$ cat config.mk
export PLATFORM = sky130hd
export DESIGN_NAME = sw_led_ctrl
export DESIGN_NICKNAME = d
export VERILOG_FILES = /design/src/rtl/sw_led_pkg.sv /design/src/rtl/sw_debounce.sv /design/src/rtl/sw_led_ctrl.sv
export SDC_FILE = /design/constraint.sdc
export NUM_CORES = 1
export LEC_CHECK = 0
export CAP_MARGIN = 20
export CORE_AREA = 5 5 141 143
export DETAILED_ROUTE_END_ITERATION = 12
export DIE_AREA = 0 0 146 148
export SYNTH_ARGS = -nofsm -noshare
export SYNTH_HDL_FRONTEND = slang
export SYNTH_SLANG_ARGS = --single-unit
$ cat constraint.sdc
create_clock -name clk -period 9.67 [get_ports clk]
set_input_delay 1.4505 -clock clk [delete_from_list [all_inputs] [get_ports clk]]
set_output_delay 1.4505 -clock clk [all_outputs]
set_load 0.01 [all_outputs]
$ cat src/rtl/sw_led_pkg.sv
// Shared types for the switch/LED controller: LED mode encoding.
package sw_led_pkg;

    localparam int MODE_W = 2;

    typedef enum logic [MODE_W-1:0] {
        MODE_DIRECT = 2'b00,
        MODE_TOGGLE = 2'b01,
        MODE_BLINK  = 2'b10,
        MODE_COUNT  = 2'b11
    } led_mode_e;

endpackage

$ cat src/rtl/sw_debounce.sv
// One switch channel: optional 2-flop synchroniser (SW_LED_SYNC_EN), debounce
// counter, debounced level and a registered one-cycle rising-edge pulse.
module sw_debounce #(
    parameter int DEBOUNCE_CYCLES = 1000000
) (
    input  logic clk,
    input  logic rst,
    input  logic i_sw,
    output logic o_stable,
    output logic o_rise,
    output logic o_rise_evt
);

    localparam int CW = $clog2(DEBOUNCE_CYCLES + 1);
    localparam logic [CW-1:0] CNT_LAST = CW'(DEBOUNCE_CYCLES - 1);

    logic          w_in;
    logic          w_diff;
    logic          w_accept;
    logic [CW-1:0] r_cnt;
    logic          r_stable;
    logic          r_rise;

`ifdef SW_LED_SYNC_EN
    logic r_sync1;
    logic r_sync2;

    always_ff @(posedge clk or posedge rst) begin
        if (rst) begin
            r_sync1 <= 1'b0;
            r_sync2 <= 1'b0;
        end else begin
            r_sync1 <= i_sw;
            r_sync2 <= r_sync1;
        end
    end

    assign w_in = r_sync2;
`else
    assign w_in = i_sw;
`endif

    assign w_diff   = w_in ^ r_stable;
    // The current edge is the DEBOUNCE_CYCLES-th consecutive differing sample.
    assign w_accept = w_diff && (r_cnt == CNT_LAST);

    always_ff @(posedge clk or posedge rst) begin
        if (rst) begin
            r_cnt    <= '0;
            r_stable <= 1'b0;
            r_rise   <= 1'b0;
        end else begin
            r_rise <= w_accept & w_in;
            if (!w_diff) begin
                r_cnt <= '0;
            end else if (w_accept) begin
                r_cnt    <= '0;
                r_stable <= w_in;
            end else begin
                r_cnt <= r_cnt + 1'b1;
            end
        end
    end

    assign o_stable   = r_stable;
    assign o_rise     = r_rise;
    assign o_rise_evt = w_accept & w_in;

endmodule

$ cat src/rtl/sw_led_ctrl.sv
// Debounced switches driving LEDs in direct/toggle/blink/count modes.
// SW_LED_SYNC_EN enables the per-channel input synchroniser in sw_debounce.
module sw_led_ctrl
    import sw_led_pkg::*;
#(
    parameter int NUM_CH          = 4,
    parameter int DEBOUNCE_CYCLES = 1000000,
    parameter int BLINK_DIV       = 50000000
) (
    input  logic              clk,
    input  logic              rst,
    input  logic [NUM_CH-1:0] sw,
    input  logic [1:0]        mode,
    input  logic              clr,
    output logic [NUM_CH-1:0] led,
    output logic [NUM_CH-1:0] sw_stable,
    output logic [NUM_CH-1:0] sw_rise
);

    localparam int BW = (BLINK_DIV > 1) ? $clog2(BLINK_DIV) : 1;
    localparam logic [BW-1:0] BLINK_LAST = BW'(BLINK_DIV - 1);

    logic [NUM_CH-1:0] w_rise_evt;
    logic [NUM_CH-1:0] w_count_nxt;
    logic [NUM_CH-1:0] w_led_nxt;
    logic [NUM_CH-1:0] r_tog;
    logic [NUM_CH-1:0] r_count;
    logic [NUM_CH-1:0] r_led;
    logic [BW-1:0]     r_blink_cnt;
    logic              r_blink_phase;

    for (genvar i = 0; i < NUM_CH; i++) begin : g_ch
        sw_debounce #(
            .DEBOUNCE_CYCLES(DEBOUNCE_CYCLES)
        ) u_debounce (
            .clk       (clk),
            .rst       (rst),
            .i_sw      (sw[i]),
            .o_stable  (sw_stable[i]),
            .o_rise    (sw_rise[i]),
            .o_rise_evt(w_rise_evt[i])
        );
    end

    // Simultaneous rises all count; the sum wraps modulo 2^NUM_CH.
    always_comb begin
        w_count_nxt = r_count;
        for (int i = 0; i < NUM_CH; i++) begin
            w_count_nxt = w_count_nxt + NUM_CH'(w_rise_evt[i]);
        end
    end

    always_comb begin
        w_led_nxt = sw_stable;
        case (led_mode_e'(mode))
            MODE_DIRECT: w_led_nxt = sw_stable;
            MODE_TOGGLE: w_led_nxt = r_tog;
            MODE_BLINK:  w_led_nxt = sw_stable & {NUM_CH{r_blink_phase}};
            MODE_COUNT:  w_led_nxt = r_count;
            default:     w_led_nxt = sw_stable;
        endcase
    end

    always_ff @(posedge clk or posedge rst) begin
        if (rst) begin
            r_tog         <= '0;
            r_count       <= '0;
            r_led         <= '0;
            r_blink_cnt   <= '0;
            r_blink_phase <= 1'b0;
        end else begin
            r_led <= w_led_nxt;
            if (clr) begin
                r_tog   <= '0;
                r_count <= '0;
            end else begin
                r_tog   <= r_tog ^ w_rise_evt;
                r_count <= w_count_nxt;
            end
            if (r_blink_cnt == BLINK_LAST) begin
                r_blink_cnt   <= '0;
                r_blink_phase <= ~r_blink_phase;
            end else begin
                r_blink_cnt <= r_blink_cnt + 1'b1;
            end
        end
    end

    assign led = r_led;

endmodule

==> impl_metrics.toml <==
[layout]
insertedDiodeCount = 0
fill_cells = 1802
multi_input_area_mm2 = 0.002947
final_net_count = 683
seqCellArea_mm2 = 0.003178
area_growth_syn_to_layout_pct = 16.62
drive_gt1_share_pct = 8.850
design_area_mm2 = 0.007417

[logic_synthesis]
synth_fa_ha_area_share_pct = 2.125
syn_nets = 664
syn_avg_cell_area_um2 = 9.845
post-synth-top-area-cell = "dfrtp_1"
synth_area_leaders = "dfrtp_1 50%, xnor2_1 4.8%, nor2_1 4.7%"
synthFlopType = "dfrtp_1"
synth-simple-area-share_pct = 25.67
synth.most_common_cell = "dfrtp_1"
yosys-top-cells-count = "127 x dfrtp_1, 79 x nor2_1, 38 x nand2_1, 38 x nand3_1, 35 x xnor2_1"
synth_top_area_share_pct = 49.97
synthMuxAreaShare_pct = 2.341
ys_seq_elements = 127
synth.yosys.seq_area_share_pct = 49.97
async_reset_ff_share_pct = 100.0
syn-instance-count = 646
synth_xor_xnor_area_share_pct = 9.365
synth_area_mm2 = 0.006360
synth.distinct_cells = 44
synth_compound_area_share_pct = 6.728
yosys_warnings = 0
synth_top_family_by_area = "simple AND/OR/NAND/NOR gates"
synth_edf_count = 0

[grt]
first_global_vias = 4393
grt_pass1_wl_um = 21500
grt_max_degree = 66
grt_use_total_pct = 12.08
antenna_found_initial = 0
grt_overflow = 0
use_met3_pct = 3.648
gr-usage-met2_pct = 18.42
grt_busiest_layer = "met2"
grt_use_met1_pct = 16.20

[sta]
period_minus_slack_ps = 3463
drv_slew = 0
post-route-period-util_pct = 35.81
grt_setup_unrepaired = "no"
finalSetupViolCount = 0
tightest_slew_ps = 845.7
finalHoldViolCount = 0
finalSetupTns_ps = 0
max_slew_margin_pct = 43.15
fin_ws_ps = 6207
fin_skew_ps = 6.872
max_freq_mhz = 288.7

[drt]
drtAntennaViolNets = 0
via_count = 4711
wl_um = 12270
avgRoutedWirePerCell_um = 13.45
drt_first_pass_iters = 4
drc = 0
drt_iter0_markers = 254
vias_per_cell = 5.166

[hold_path]
min_to = "g_ch[1].u_debounce.r_cnt[0]$_DFF_PP0_"
hold_start = "g_ch[1].u_debounce.r_cnt[0]$_DFF_PP0_"
worst_hold_path_type = "reg2reg"
min_delay_path_depth = 1

[clock_network]
clock_latency_ps = 410
cts_resized = 0
cts_sinks = 127
tritoncts = "yes"
cts_buffers = 17
cts.htree.levels = 4
holdBufCountCts = 0
clkTransAtPathRegs_ps = 60
cts-root-buf = "clkbuf_16"
cts.path.max_buffers = 2
cts_setup_buffers = 0

[worst_setup_path]
crit_slowest_cell = "fa_1"
crit_path_start_kind = "input pin"
arrival_ps = 3740
reg2reg_depth = 9
slowest_delay_ps = 470
cp_cell_sequence = "clkdlybuf4s50_1 > nor4b_1 > buf_4 > fa_1 > inv_1 > fa_1 > inv_1 > fa_1 > nor2b_1"
r2r-end = "r_count[1]$_DFF_PP0_"
crit_buf_inv = 4
worstSetupPathType = "in2reg"
reg2reg_slack_ps = 6350
crit_fanout = 3
cp-end-kind = "register"
reg2reg_from = "g_ch[0].u_debounce.r_cnt[6]$_DFF_PP0_"
cp_data_required_time_ps = 9950
worst_path_most_repeated_cell = "fa_1"
cp_top_family = "adder cells"

[power]
p_switching_uw = 254.4
p_leak_nw = 3.021
power-per-cell-area_mw_per_mm2 = 171.4
swShare_pct = 20.01
p_int_mw = 1.017
clkPwrFrac_pct = 54.6
pwr-share-comb_pct = 2.8
p_seq_share_pct = 42.6
peakVddDrop_uv = 111.6

[die]
coreArea_mm2 = 0.01846
fp.dieW_um = 146
die_h_um = 148
die-area_mm2 = 0.02161
rows = 50
initial_core_util_pct = 34.46
boundaryPins = 21

[placement]
dpl.hpwl_um = 8268
pre_cts_slack_ps = 5793
dpl_cell_area_mm2 = 0.006770
place.gp.congestion = 0.7620
numPortBuffers = 20

[job]
cap_violations = 0

[outcome]
status = "complete, no violations"
## layout by cell type, fill, tap and decap left out, types with 3 or more instances in the layout
master / count
a21oi_1: 31
bufinv_16: 5
and2_1: 5
and3_1: 6
clkbuf_16: 17
nor4_1: 11
nor2_1: 79
or3_1: 23
o31ai_1: 12
buf_4: 6
mux2_2: 10
nand3_1: 38
or4_1: 21
o21ai_0: 25
nor3_1: 12
o21ai_1: 3
clkinv_2: 4
xnor2_1: 35
and4_1: 7
nand2_1: 38
nand4_1: 31
ha_1: 6
fa_1: 3
clkdlybuf4s50_1: 20
nand2b_1: 4
inv_1: 27
xor2_1: 33
nor2b_1: 8
dfrtp_1: 127
## routing by layer
| metal | routed length, µm | vias up |
|---|---|---|
| li1 | - | 2324 |
| met1 | 5894 | 2302 |
| met2 | 5735 | 67 |
| met3 | 410 | 18 |
| met4 | 226 | 0 |
| met5 | 0 | - |
## kinds of logic (layout without fill, tap and decap cells)
kind of cell    Yosys count  in the layout
buf+inv                  54             86
compound gates           76             76
flops                   127            127
xor+xnor                 68             68
mux                      13             13
simple gates            299            299
fa+ha+maj                 9              9
## power groups by stage
stage / sequential [mW] / clock, mW / combinational, mW
final: 0.541 / 0.694 / 0.0359
after global routing: 0.541 / 0.744 / 0.0419
after detailed placement: 0.550 / 0 / 0.0375
after global placement: 0.550 / 0 / 0.0376
after floorplan: 0.550 / 0 / 0.0243
after CTS: 0.541 / 0.715 / 0.0377
## area by class of cell
type | instances | share of cell area [%]
flip-flops and latches | 127 | 42.85
multi-input cells | 465 | 39.73
clock buffers | 21 | 6.208
well taps | 234 | 3.947
repair buffers | 26 | 3.306
clock inverters | 11 | 2.513
inverters | 28 | 1.451
## through the flow
stage / instances / power (mW) / utilization (%) / hold slack (ps)
2_1_floorplan: 646 / 0.5738 / - / 423.9
3_3_place_gp: 880 / 0.5878 / 36.68 / 441.7
3_5_place_dp: 880 / 0.5879 / 36.68 / 450.2
4_1_cts: 912 / 1.293 / 40.19 / 457.8
5_1_grt: 912 / 1.327 / 40.19 / 487.3
6_report: 912 / 1.271 / 40.19 / 460.4
## worst max path at each step
stage / from / end / cells after the start
floorplan: rst / g_ch[0].u_debounce.o_rise$_DFF_PP0_ / 1
global placement: sw[2] / r_count[1]$_DFF_PP0_ / 9
detailed placement: sw[2] / r_count[1]$_DFF_PP0_ / 9
CTS: sw[2] / r_count[1]$_DFF_PP0_ / 9
global route: sw[2] / r_count[1]$_DFF_PP0_ / 9
finish: sw[2] / r_count[1]$_DFF_PP0_ / 9
## sequential cells by signal (all words and copies together) (netlist names)
name	flops
r_tog	4
g_ch.u_debounce.o_stable	4
led	4
g_ch.u_debounce.r_cnt	80
r_blink_cnt	26
r_blink_phase	1
r_count	4
g_ch.u_debounce.o_rise	4
Note: power is estimated with default switching activity, not from simulation.
